`config.mk`:
```
export PLATFORM = sky130hd
export DESIGN_NAME = io_mmio_bridge_flat
export DESIGN_NICKNAME = d
export VERILOG_FILES = /design/src/rtl/io_mmio_bridge_if.sv /design/src/rtl/io_mmio_bridge.sv /design/src/flat_wrapper.sv
export SDC_FILE = /design/constraint.sdc
export NUM_CORES = 1
export LEC_CHECK = 0
export ABC_CLOCK_PERIOD_IN_PS = 2730
export CORE_MARGIN = 3
export CORE_UTILIZATION = 52
export CTS_CLUSTER_DIAMETER = 120
export DETAILED_ROUTE_END_ITERATION = 10
export PLACE_DENSITY = 0.75
export SLEW_MARGIN = 15
export SYNTH_ARGS = -nofsm -noshare
export SYNTH_HDL_FRONTEND = slang
export SYNTH_SLANG_ARGS = --single-unit
```
`constraint.sdc`:
```
create_clock -name clk_in -period 2.73 [get_ports clk_in]
set_input_delay 0.4095 -clock clk_in [delete_from_list [all_inputs] [get_ports clk_in]]
set_output_delay 0.4095 -clock clk_in [all_outputs]
set_load 0.005 [all_outputs]
```
`src/rtl/io_mmio_bridge_if.sv`:
```
// Core memory-port and UART-side signal bundle for the I/O endpoint.
// slave = the bridge, master = the core/UART side driving it.
interface io_mmio_bridge_if;
    logic        rdy_in;
    logic [31:0] mem_a;
    logic [7:0]  mem_dout;
    logic        mem_wr;
    logic [7:0]  io_din;
    logic        io_sel;
    logic        io_buffer_full;
    logic [7:0]  tx_data;
    logic        tx_valid;
    logic        tx_ready;
    logic [7:0]  rx_data;
    logic        rx_valid;
    logic        rx_ready;
    logic        program_done;

    modport slave (
        input  rdy_in, mem_a, mem_dout, mem_wr, tx_ready, rx_data, rx_valid,
        output io_din, io_sel, io_buffer_full, tx_data, tx_valid, rx_ready, program_done
    );

    modport master (
        output rdy_in, mem_a, mem_dout, mem_wr, tx_ready, rx_data, rx_valid,
        input  io_din, io_sel, io_buffer_full, tx_data, tx_valid, rx_ready, program_done
    );
endinterface

```
`src/rtl/io_mmio_bridge.sv`:
```
// MMIO endpoint for the 0x3xxxx window: UART TX FIFO, RX holding register,
// cycle counter with snapshot read-back, and the program-stop sequencer.
module io_mmio_bridge #(
    parameter int unsigned DEPTH       = 16,
    parameter int unsigned FULL_MARGIN = 2
) (
    input  logic             clk_in,
    input  logic             rst_n_in,
    io_mmio_bridge_if.slave  bus
);
    localparam int unsigned AW = $clog2(DEPTH);
    localparam int unsigned CW = AW + 1;

    localparam logic [1:0] RUN   = 2'd0;
    localparam logic [1:0] DRAIN = 2'd1;
    localparam logic [1:0] FLUSH = 2'd2;
    localparam logic [1:0] DONE  = 2'd3;

    logic [7:0]    fifo_mem [DEPTH];
    logic [AW-1:0] wr_ptr, rd_ptr;
    logic [CW-1:0] count;
    logic [31:0]   cyc_cnt, snap;
    logic          rx_full;
    logic [7:0]    rx_byte;
    logic [7:0]    io_din;
    logic          io_sel;
    logic          program_done;
    logic [1:0]    state, state_next;

    logic          io_acc, io_wr, io_rd, rx_pop, rx_take;
    logic          tx_valid, tx_pop, core_push, term_push, push;
    logic [7:0]    push_data, rd_data;
    logic          unused_addr;

    assign unused_addr = ^{bus.mem_a[31:18], bus.mem_a[15:3]};

    assign io_acc = bus.rdy_in && (bus.mem_a[17:16] == 2'b11);
    assign io_wr  = io_acc && bus.mem_wr;
    assign io_rd  = io_acc && !bus.mem_wr;
    assign rx_pop = io_rd && !bus.mem_a[2] && (bus.mem_a[1:0] == 2'b00);

    assign rx_take = bus.rx_valid && (!rx_full || rx_pop);

    // Terminator push only happens in DRAIN, core pushes only in RUN: never both.
    assign tx_valid  = (count != '0);
    assign tx_pop    = tx_valid && bus.tx_ready;
    assign core_push = io_wr && !bus.mem_a[2] && (bus.mem_dout != 8'h00) && (state == RUN);
    assign term_push = (state == DRAIN) && (count < CW'(DEPTH));
    assign push      = (core_push || term_push) && ((count != CW'(DEPTH)) || tx_pop);
    assign push_data = term_push ? 8'h00 : bus.mem_dout;

    always_comb begin
        rd_data = 8'h00;
        if (!bus.mem_a[2]) begin
            if ((bus.mem_a[1:0] == 2'b00) && rx_full) rd_data = rx_byte;
        end else begin
            case (bus.mem_a[1:0])
                2'd0: rd_data = cyc_cnt[7:0];
                2'd1: rd_data = snap[15:8];
                2'd2: rd_data = snap[23:16];
                2'd3: rd_data = snap[31:24];
            endcase
        end
    end

    always_ff @(posedge clk_in) begin
        if (!rst_n_in) state <= RUN;
        else           state <= state_next;
    end

    always_comb begin
        state_next = state;
        case (state)
            RUN:   if (io_wr && bus.mem_a[2])   state_next = DRAIN;
            DRAIN: if (count < CW'(DEPTH))      state_next = FLUSH;
            FLUSH: if (count == '0)             state_next = DONE;
            DONE:                               state_next = DONE;
            default:                            state_next = RUN;
        endcase
    end

    // FIFO storage carries no reset; validity is tracked by count.
    always_ff @(posedge clk_in) begin
        if (push) fifo_mem[wr_ptr] <= push_data;
    end

    always_ff @(posedge clk_in) begin
        if (!rst_n_in) begin
            wr_ptr       <= '0;
            rd_ptr       <= '0;
            count        <= '0;
            cyc_cnt      <= '0;
            snap         <= '0;
            rx_full      <= 1'b0;
            rx_byte      <= 8'h00;
            io_din       <= 8'h00;
            io_sel       <= 1'b0;
            program_done <= 1'b0;
        end else begin
            if (push)   wr_ptr <= wr_ptr + AW'(1);
            if (tx_pop) rd_ptr <= rd_ptr + AW'(1);
            case ({push, tx_pop})
                2'b10:   count <= count + CW'(1);
                2'b01:   count <= count - CW'(1);
                default: count <= count;
            endcase

            if (bus.rdy_in) cyc_cnt <= cyc_cnt + 32'd1;
            if (io_rd && bus.mem_a[2] && (bus.mem_a[1:0] == 2'b00)) snap <= cyc_cnt;

            io_sel <= io_rd;
            if (io_rd) io_din <= rd_data;

            if (rx_take)     rx_full <= 1'b1;
            else if (rx_pop) rx_full <= 1'b0;
            if (rx_take)     rx_byte <= bus.rx_data;

            if (state_next == DONE) program_done <= 1'b1;
        end
    end

    assign bus.io_din         = io_din;
    assign bus.io_sel         = io_sel;
    assign bus.io_buffer_full = (count >= CW'(DEPTH - FULL_MARGIN));
    assign bus.tx_data        = fifo_mem[rd_ptr];
    assign bus.tx_valid       = tx_valid;
    assign bus.rx_ready       = !rx_full || rx_pop;
    assign bus.program_done   = program_done;
endmodule

```
`src/flat_wrapper.sv`:
```
// flat-port wrapper written by rule: the top's interface ports become plain ports
module io_mmio_bridge_flat 
#(
    parameter int unsigned DEPTH       = 16,
    parameter int unsigned FULL_MARGIN = 2
)
  (clk_in, rst_n_in, bus_rdy_in, bus_mem_a, bus_mem_dout, bus_mem_wr, bus_tx_ready, bus_rx_data, bus_rx_valid, bus_io_din, bus_io_sel, bus_io_buffer_full, bus_tx_data, bus_tx_valid, bus_rx_ready, bus_program_done);
  io_mmio_bridge_if bus_i ();
  input  logic clk_in;
  input  logic rst_n_in;
  input wire logic [$bits(bus_i.rdy_in)-1:0] bus_rdy_in;
  input wire logic [$bits(bus_i.mem_a)-1:0] bus_mem_a;
  input wire logic [$bits(bus_i.mem_dout)-1:0] bus_mem_dout;
  input wire logic [$bits(bus_i.mem_wr)-1:0] bus_mem_wr;
  input wire logic [$bits(bus_i.tx_ready)-1:0] bus_tx_ready;
  input wire logic [$bits(bus_i.rx_data)-1:0] bus_rx_data;
  input wire logic [$bits(bus_i.rx_valid)-1:0] bus_rx_valid;
  output wire logic [$bits(bus_i.io_din)-1:0] bus_io_din;
  output wire logic [$bits(bus_i.io_sel)-1:0] bus_io_sel;
  output wire logic [$bits(bus_i.io_buffer_full)-1:0] bus_io_buffer_full;
  output wire logic [$bits(bus_i.tx_data)-1:0] bus_tx_data;
  output wire logic [$bits(bus_i.tx_valid)-1:0] bus_tx_valid;
  output wire logic [$bits(bus_i.rx_ready)-1:0] bus_rx_ready;
  output wire logic [$bits(bus_i.program_done)-1:0] bus_program_done;
  assign bus_i.rdy_in = bus_rdy_in;
  assign bus_i.mem_a = bus_mem_a;
  assign bus_i.mem_dout = bus_mem_dout;
  assign bus_i.mem_wr = bus_mem_wr;
  assign bus_i.tx_ready = bus_tx_ready;
  assign bus_i.rx_data = bus_rx_data;
  assign bus_i.rx_valid = bus_rx_valid;
  assign bus_io_din = bus_i.io_din;
  assign bus_io_sel = bus_i.io_sel;
  assign bus_io_buffer_full = bus_i.io_buffer_full;
  assign bus_tx_data = bus_i.tx_data;
  assign bus_tx_valid = bus_i.tx_valid;
  assign bus_rx_ready = bus_i.rx_ready;
  assign bus_program_done = bus_i.program_done;
  io_mmio_bridge #(.DEPTH(DEPTH), .FULL_MARGIN(FULL_MARGIN)) u_core (.clk_in(clk_in), .rst_n_in(rst_n_in), .bus(bus_i));
endmodule
```
-- After elaboration in Yosys (flattened, before gate mapping)
Memories as Yosys holds them, arrays and structs flattened. A register that Yosys moved wholly into a read port is not among the register bits.
Cells that the tools add are included.
- word-level logic and storage cells: 74
- bits in writable memories: 128
- register bits after elaboration: 98
- output and inout bits: 21
- memories kept: 1
- input bits: 54
- equality and inequality tests: 11
- $lt $le $gt $ge: 2
- reduce and logical (&&, ||, !) cells: 29
- muxes and demuxes: 15
- add/subtract/negate cells: 5
- memories (name ; words ; bits a word ; rd ports ; clocked after memory_dff ; write ports ; line ; source):
    u_core.fifo_mem ; 16 ; 8 ; 1 ; 1 ; 1 ; io_mmio_bridge.sv:19 ; logic [7:0] fifo_mem [DEPTH];
- operator list (kind ; number):
    32-bit by 1-bit adder with 32-bit output, second input constant ; 1
    8-bit case mux with 4 select lines ; 1
    8-bit 2-to-1 mux ; 3
    1-bit logical AND ; 16
    2-bit == test, second input constant ; 7
    5-bit case mux with 2 select lines ; 1
    4-bit by 1-bit adder with 4-bit output, second input constant ; 2
    4-bit 2-to-1 mux ; 2
    2-bit case mux with 4 select lines ; 1
    8-bit nonzero test ; 1
    2-bit by 1-bit == test with 1-bit output, second input constant ; 3
    2-bit 2-to-1 mux ; 3
    5-bit by 1-bit adder with 5-bit output, second input constant ; 1
    5-bit by 4-bit greater-or-equal comparator with 1-bit output, second input constant ; 1
    5-bit zero test ; 1
    5-bit less-than comparator, second input constant ; 1
    5-bit != test, second input constant ; 1
    5-bit nonzero test ; 1
    5-bit by 1-bit subtractor with 5-bit output, second input constant ; 1
    2-bit zero test ; 2
    1-bit 2-to-1 mux ; 4
    2-bit nonzero test ; 2
    1-bit zero test ; 3
    1-bit logical OR ; 3

-- Logic depth before layout (Yosys ltp)
Gate-level depths: netlist (run 1).
- depth in word-level cells: 10
- gate-level depth with buffers: 10
- gate-level depth less buffers: 9

-- Least setup slack after synthesis (run 1)
OpenSTA, ideal clock, no wires.
- path type: reg-to-reg
- start: register u_core.count[0]
- end: register u_core.count[4]
- setup time: 0.072 ns
- path slack: 0.140 ns
- path buffers: 0
- arrival: 2.518 ns
- stages on the path, launching flop included: 10
- cells stage by stage: dfxtp_1 > or4_4 > o21ai_1 > nor3_1 > fa_1 > a21o_1 > a21oi_1 > nor2_1 > a22oi_1 > mux2i_1
- longest elaborated chain between the ends: 6
- elaborated cells on any way between the ends: 14
- those cells by class: add/sub: 2; order compare: 1; eq/ne: 3; mux: 1; reduce/logical: 7
- ends and longest elaborated chain (what ; line ; source):
    start: declaration ; io_mmio_bridge.sv:21 ; logic [CW-1:0] count;
    start signal: assignment ; io_mmio_bridge.sv:103 ; 2'b10: count <= count + CW'(1);
    start signal: assignment ; io_mmio_bridge.sv:104 ; 2'b01: count <= count - CW'(1);
    start signal: assignment ; io_mmio_bridge.sv:105 ; default: count <= count;
    5-bit less-than comparator or 5-bit nonzero test (tied branches) ; io_mmio_bridge.sv:48, io_mmio_bridge.sv:45 ;
    1-bit logical AND, on equally long branches ; io_mmio_bridge.sv:48, io_mmio_bridge.sv:46 ;
    1-bit logical OR ; io_mmio_bridge.sv:49 ; assign push = (core_push || term_push) && ((count != CW'(DEPTH)) || tx_pop);
    1-bit logical AND ; io_mmio_bridge.sv:49 ;
    2-bit by 1-bit == test with 1-bit output or 2-bit == test (tied branches) ; io_mmio_bridge.sv:102 ; case ({push, tx_pop})
    5-bit case mux with 2 select lines or 2-bit nonzero test (tied branches) ; n/a ;
Parallel ways exist; a longest one is shown, timed or not.
A chain may end at the register's enable or synchronous reset.

==> results of run 1 <==
worst min-delay path: stages (launching register included):
cell,delay [ns]
dfxtp_1,0.30
nand2_1,0.05
a21oi_1,0.05
routing by layer:
layer	vias up	global-route usage (%)	wire (um)	part of all wire [%]
li1	2756	-	-	-
met1	3036	29.5	8650	41
met2	201	38.1	11100	52
met3	30	3.25	1090	5.1
met4	0	4.78	335	1.6
met5	-	0	0	0
path summary, 6_finish.rpt:
check | endpoint | cells after the start | from
worst max-delay path | bus_tx_data[1] | 5 | flip-flop
worst min-delay path | u_core.snap[13]$_SDFFE_PN0P_ | 2 | u_core.snap[13]$_SDFFE_PN0P_
worst max register to register | u_core.count[4]$_SDFFE_PN0P_ | 10 | u_core.count[0]$_SDFFE_PN0P_
worst min register to register | u_core.snap[13]$_SDFFE_PN0P_ | 2 | u_core.snap[13]$_SDFFE_PN0P_
power by group through the flow:
stage | combinational (W) | sequential, W | clock, W
2_1_floorplan | 0.00102 | 0.00382 | 0
3_3_place_gp | 0.00163 | 0.00384 | 0
3_5_place_dp | 0.00169 | 0.00385 | 0
4_1_cts | 0.00182 | 0.00378 | 0.00321
5_1_grt | 0.00200 | 0.00379 | 0.00336
6_report | 0.00186 | 0.00378 | 0.00315
cells in the final DEF (no fill, tap or decap), drive strengths merged, types with 23 or more instances in the layout:
cell           instances
buf                   87
dfxtp                 94
a21oi                 45
nand2                 90
clkdlybuf4s50         39
edfxtp               128
xor2                  23
nor2                  55
mux4                  48
clkbuf                26
flip-flops by register name, indices dropped and copies added, names as in the netlist, named ones only:
signal                   flops
u_core.rx_full               1
u_core.cyc_cnt              32
u_core.wr_ptr                4
u_core.state                 2
u_core.bus.io_din            8
u_core.bus.program_done      1
u_core.snap                 24
u_core.count                 5
u_core.rd_ptr                4
u_core.rx_byte               8
u_core.fifo_mem            128
u_core.bus.io_sel            1
kinds of logic (layout without fill, tap and decap cells):
logic type / count (synthesis) / count (layout)
and+or+nand+nor: 246 / 246
DFF: 222 / 222
AOI/OAI and AO/OA: 70 / 70
muxes: 56 / 56
buffers and inverters: 46 / 177
xor gates and xnor gates: 32 / 32
adders and majority gates: 10 / 10
area by class of cell:
cell class	instances	area, um^2	share of cell area [%]
Tap cell	220	275	2.45
Inverter	10	37.5	0.334
Multi-Input combinational cell	414	3200	28.5
Clock inverter	15	181	1.62
Sequential cell	222	5730	51.0
Clock buffer	26	587	5.23
Timing Repair Buffer	126	1210	10.8
per-stage QoR:
step	area, um^2	setup WS (ns)	total power [W]
after CTS	11200	-0.0275	0.00881
after global routing	11200	-0.0671	0.00915
final	11200	-0.0181	0.00880
after global placement	10300	-0.304	0.00547
after floorplan	9100	0.140	0.00484
after detailed placement	10300	-0.369	0.00554
timing repair:
item,in CTS,in global routing
resized for setup,38,7
hold buffers,0,0
buffers inserted,9,0
setup endpoints to repair,8,9
cloned,1,0
==> flow_metrics.env, run 1 <==
export IMPL_dr_pass1_iters=5
export IMPL_clkPwrFrac_pct=35.8
export IMPL_wl_per_cell_um=20.5
export IMPL_die_area_mm2=0.0191
export IMPL_synthCells=682
export IMPL_cts_sinks=222
export IMPL_yosys_warnings=0
export IMPL_synth_nets=746
export IMPL_grt_pass1_vias=6006
export IMPL_fillers=1140
export IMPL_finClkSkew_ns=0.00833
export IMPL_max_slew_margin_pct=57.4
export IMPL_setup_tns_ns=-0.0181
export IMPL_yosys_top_cells_count="edfxtp_1 (128), dfxtp_1 (94), nand2_1 (90)"
export IMPL_powerDensity_mw_per_mm2=783
export IMPL_placed_cells=983
export IMPL_grt_total_usage_pct=21.9
export IMPL_ant_nets=0
export IMPL_antenna_found_initial=0
export IMPL_cp_cell_sequence="buf_6, buf_8, mux4_2, mux4_2, buf_6"
export IMPL_portBuffers=47
export IMPL_synth_seq_cells=222
export IMPL_period_minus_slack_ns=2.75
export IMPL_num_rows=47
export IMPL_num_antenna_cells=0
export IMPL_async_reset_ff_share_pct=0
export IMPL_drc=0
export IMPL_avgSynthCellArea_um2=13.3
export IMPL_clk_pin_slew_worst_paths_ns=0.06
export IMPL_start_kind="flip-flop"
export IMPL_grt_ovfl_total=0
export IMPL_root_buffer="clkbuf_16"
export IMPL_synth_area_leaders="edfxtp_1 (42%), dfxtp_1 (21%), mux4_2 (12%), nand2_1 (3.7%), a21oi_1 (2.4%)"
export IMPL_layout_drive_gt1_share_pct=22.0
export IMPL_yosys_area_top_type="edfxtp_1"
export IMPL_clockBufferDepth=3
export IMPL_synth_top_family_by_area="simple AND/OR/NAND/NOR gates"
export IMPL_vdd_drop_max_uv=538
export IMPL_nets=861
export IMPL_ff2ff_setup_slack_ns=0.14
export IMPL_finalWorstSetupSlack_ns=-0.0181
export IMPL_yosysUniqueCellTypes=47
export IMPL_critical_path_slowest_cell="mux4_2"
export IMPL_crit_fanout=5
export IMPL_setup_violations=1
export IMPL_min_path_type="reg2reg"
export IMPL_grt_max_degree=41
export IMPL_crit_path_end_kind="primary output"
export IMPL_synth_top_area_share_pct=42.2
export IMPL_synth_simple_gate_area_share_pct=13.2
export IMPL_rsz0062_at_grt="yes"
export IMPL_p_switching_w=0.00214
export IMPL_p_int_w=0.00666
export IMPL_power_leakage_nw=3.93
export IMPL_grt_pass1_wl_mm=33.2
export IMPL_routed_wl_mm=21.2
export IMPL_yosys_mux_area_fraction_pct=12.8
export IMPL_hold_viol=0
export IMPL_cts_buffers=23
export IMPL_fmax_ghz=0.364
export IMPL_htreeDepth=1
export IMPL_ys_seq_area_share_pct=62.9
export IMPL_crit_required_ns=2.32
export IMPL_netlist_area_mm2=0.00910
export IMPL_violations="negative setup slack"
export IMPL_slowest_delay_ns=0.51
export IMPL_drt_iter0_drc=457
export IMPL_vias=6023
export IMPL_maxSlewViolCount=0
export IMPL_outcome="finished, violations left"
export IMPL_synth_edf_count=128
export IMPL_worst_pin_slew_ns=0.638
export IMPL_core_area_mm2=0.0169
export IMPL_synth_xor_area_share_pct=3.08
export IMPL_yosysMostFrequentCell="edfxtp_1"
export IMPL_gp_congestion=0.889
export IMPL_drv_cap=0
export IMPL_ios=75
export IMPL_clk_latency_ns=0.49
export IMPL_die_y_um=138
export IMPL_fin_hold_ws_ns=0.454
export IMPL_final_period_utilization_pct=101
export IMPL_comb_power_share_pct=21.1
export IMPL_fin_cells=1033
export IMPL_cp_num_buf_inv=3
export IMPL_synth_compound_area_share_pct=4.59
export IMPL_fin_util_pct=66.5
export IMPL_die_w_um=138
export IMPL_tritoncts="built"
export IMPL_p_seq_share_pct=43.0
export IMPL_initial_core_util_pct=53.9
export IMPL_hpwl_mm=14.0
export IMPL_ys_flop_type="edfxtp_1"
export IMPL_crit_type="reg2out"
export IMPL_arrival_ns=2.34
export IMPL_syn_to_final_growth_pct=23.3
export IMPL_avgViaCountPerCell=5.83
export IMPL_synth_fa_ha_area_share_pct=1.46
export IMPL_p_sw_share_pct=24.3
export IMPL_cp_top_family="multiplexers"
(Power assumes the default switching activity.)
==> run 2: changes to the inputs <==
CORE_MARGIN = 2   (was 3)
CTS_CLUSTER_SIZE = 20   (was default)
==> flow_metrics.env, run 2 (same netlist as run 1, synthesis figures left out) <==
export IMPL_layout_commonest_cell="edfxtp_1"
export IMPL_core_area_mm2=0.0172
export IMPL_cts_buffers=15
export IMPL_hold_buffers=0
export IMPL_grt_pass1_vias=5722
export IMPL_vdd_drop_max_uv=704
export IMPL_routed_wl_mm=19.8
export IMPL_maxSlewViolCount=0
export IMPL_setup_violations=0
export IMPL_fin_util_pct=63.1
export IMPL_largestRegisters="u_core.fifo_mem (128), u_core.cyc_cnt (32), u_core.snap (24)"
export IMPL_nets=832
export IMPL_crit_path_end_kind="primary output"
export IMPL_clk_pin_slew_worst_paths_ns=0.08
export IMPL_crit_required_ns=2.32
export IMPL_comb_power_share_pct=23.3
export IMPL_grt_pass1_wl_mm=31.5
export IMPL_power_leakage_nw=3.68
export IMPL_fillers=1284
export IMPL_crit_type="reg2out"
export IMPL_setup_tns_ns=0
export IMPL_hpwl_mm=13.4
export IMPL_num_rows=48
export IMPL_fmax_ghz=0.368
export IMPL_vias=5798
export IMPL_finalWorstSetupSlack_ns=0.0126
export IMPL_clockBufferDepth=3
export IMPL_p_sw_share_pct=25.7
export IMPL_drv_cap=0
export IMPL_htreeDepth=1
export IMPL_p_switching_w=0.00198
export IMPL_drt_iter0_drc=493
export IMPL_max_slew_margin_pct=65.5
export IMPL_hold_viol=0
export IMPL_rsz0062_at_grt="yes"
export IMPL_cts_sinks=222
export IMPL_grt_total_usage_pct=22.3
export IMPL_layout_common_cells="edfxtp_1 (128), dfxtp_1 (93), nand2_1 (90)"
export IMPL_antenna_found_initial=0
export IMPL_gp_congestion=0.876
export IMPL_post_place_ws_ns=-0.391
export IMPL_grt_ovfl_total=0
export IMPL_start_kind="flip-flop"
export IMPL_drc=0
export IMPL_die_y_um=136
export IMPL_tritoncts="built"
export IMPL_dr_pass1_iters=5
export IMPL_avgViaCountPerCell=5.80
export IMPL_ios=75
export IMPL_outcome="complete, no violations"
export IMPL_die_area_mm2=0.0186
export IMPL_period_minus_slack_ns=2.72
export IMPL_num_antenna_cells=0
export IMPL_clkPwrFrac_pct=27.8
export IMPL_die_w_um=136
export IMPL_critical_path_slowest_cell="mux4_2"
export IMPL_crit_top_cell="mux4_2"
export IMPL_wl_per_cell_um=19.8
export IMPL_powerDensity_mw_per_mm2=710
export IMPL_min_path_type="reg2reg"
export IMPL_slowest_delay_ns=0.54
export IMPL_worst_pin_slew_ns=0.514
export IMPL_largest_reg_flops=128
export IMPL_portBuffers=47
export IMPL_root_buffer="clkbuf_16"
export IMPL_initial_core_util_pct=53.0
export IMPL_clk_latency_ns=0.49
export IMPL_final_period_utilization_pct=99.5
export IMPL_p_int_w=0.00572
export IMPL_finClkSkew_ns=0.0309
export IMPL_layout_drive_gt1_share_pct=18.3
export IMPL_arrival_ns=2.31
export IMPL_regMostFlops="u_core.fifo_mem"
export IMPL_ant_nets=0
export IMPL_cp_cell_sequence="buf_8, buf_12, mux4_2, mux4_2, buf_2"
export IMPL_syn_to_final_growth_pct=19.0
export IMPL_grt_max_degree=43
export IMPL_p_seq_share_pct=48.9
export IMPL_crit_fanout=8
run 2: layout make-up:
| type | count | area (um^2) | area share [%] |
|---|---|---|---|
| clock inverters | 2 | 28.8 | 0.266 |
| flip-flops and latches | 222 | 5730 | 52.9 |
| inverters | 10 | 37.5 | 0.346 |
| clock buffers | 22 | 402 | 3.71 |
| repair buffers | 105 | 1150 | 10.6 |
| well taps | 225 | 282 | 2.60 |
| multi-input cells | 414 | 3210 | 29.6 |
run 2: timing repair:
action / CTS / global route
buffers inserted: 5 / 0
gates cloned: 3 / 0
endpoints found under the setup margin: 8 / 8
gates resized for setup: 38 / 5
run 2: critical path, delay by kind of cell, from the launching register on:
kind / cells / cell delay (ns)
DFF: 1 / 0.39
buffers and inverters: 3 / 0.41
muxes: 2 / 1.03
run 2: stage by stage:
step	power, W	cell area [um^2]	std cells	hold slack (ns)
after floorplan	0.00484	9100	682	0.433
after global placement	0.00546	10300	971	0.445
after detailed placement	0.00553	10300	971	0.448
after CTS	0.00784	10900	1003	0.458
after global routing	0.00802	10800	1000	0.479
final	0.00770	10800	1000	0.460
run 2: worst paths after layout:
kind,start,cells after the start,slack (ns),endpoint
max,flip-flop,5,0.01,bus_tx_data[6]
min,u_core.rx_byte[3]$_SDFFE_PN0P_,2,0.46,u_core.rx_byte[3]$_SDFFE_PN0P_
max reg2reg,u_core.count[0]$_SDFFE_PN0P_,9,0.20,u_core.count[4]$_SDFFE_PN0P_
min reg2reg,u_core.rx_byte[3]$_SDFFE_PN0P_,2,0.46,u_core.rx_byte[3]$_SDFFE_PN0P_
run 2: power groups by stage:
| stage | clock (W) | sequential, W | combinational (W) |
|---|---|---|---|
| 2_1_floorplan | 0 | 0.00382 | 0.00102 |
| 3_3_place_gp | 0 | 0.00383 | 0.00163 |
| 3_5_place_dp | 0 | 0.00383 | 0.00170 |
| 4_1_cts | 0.00218 | 0.00376 | 0.00190 |
| 5_1_grt | 0.00230 | 0.00378 | 0.00194 |
| 6_report | 0.00214 | 0.00376 | 0.00179 |
run 2: metal layers:
metal	part of all wire, %	GRT usage (%)	vias to the layer above
met5	0	0	-
met3	3.7	2.98	36
met1	39	27.9	2929
met2	54	40.8	144
li1	-	-	2689
met4	2.5	6.02	0
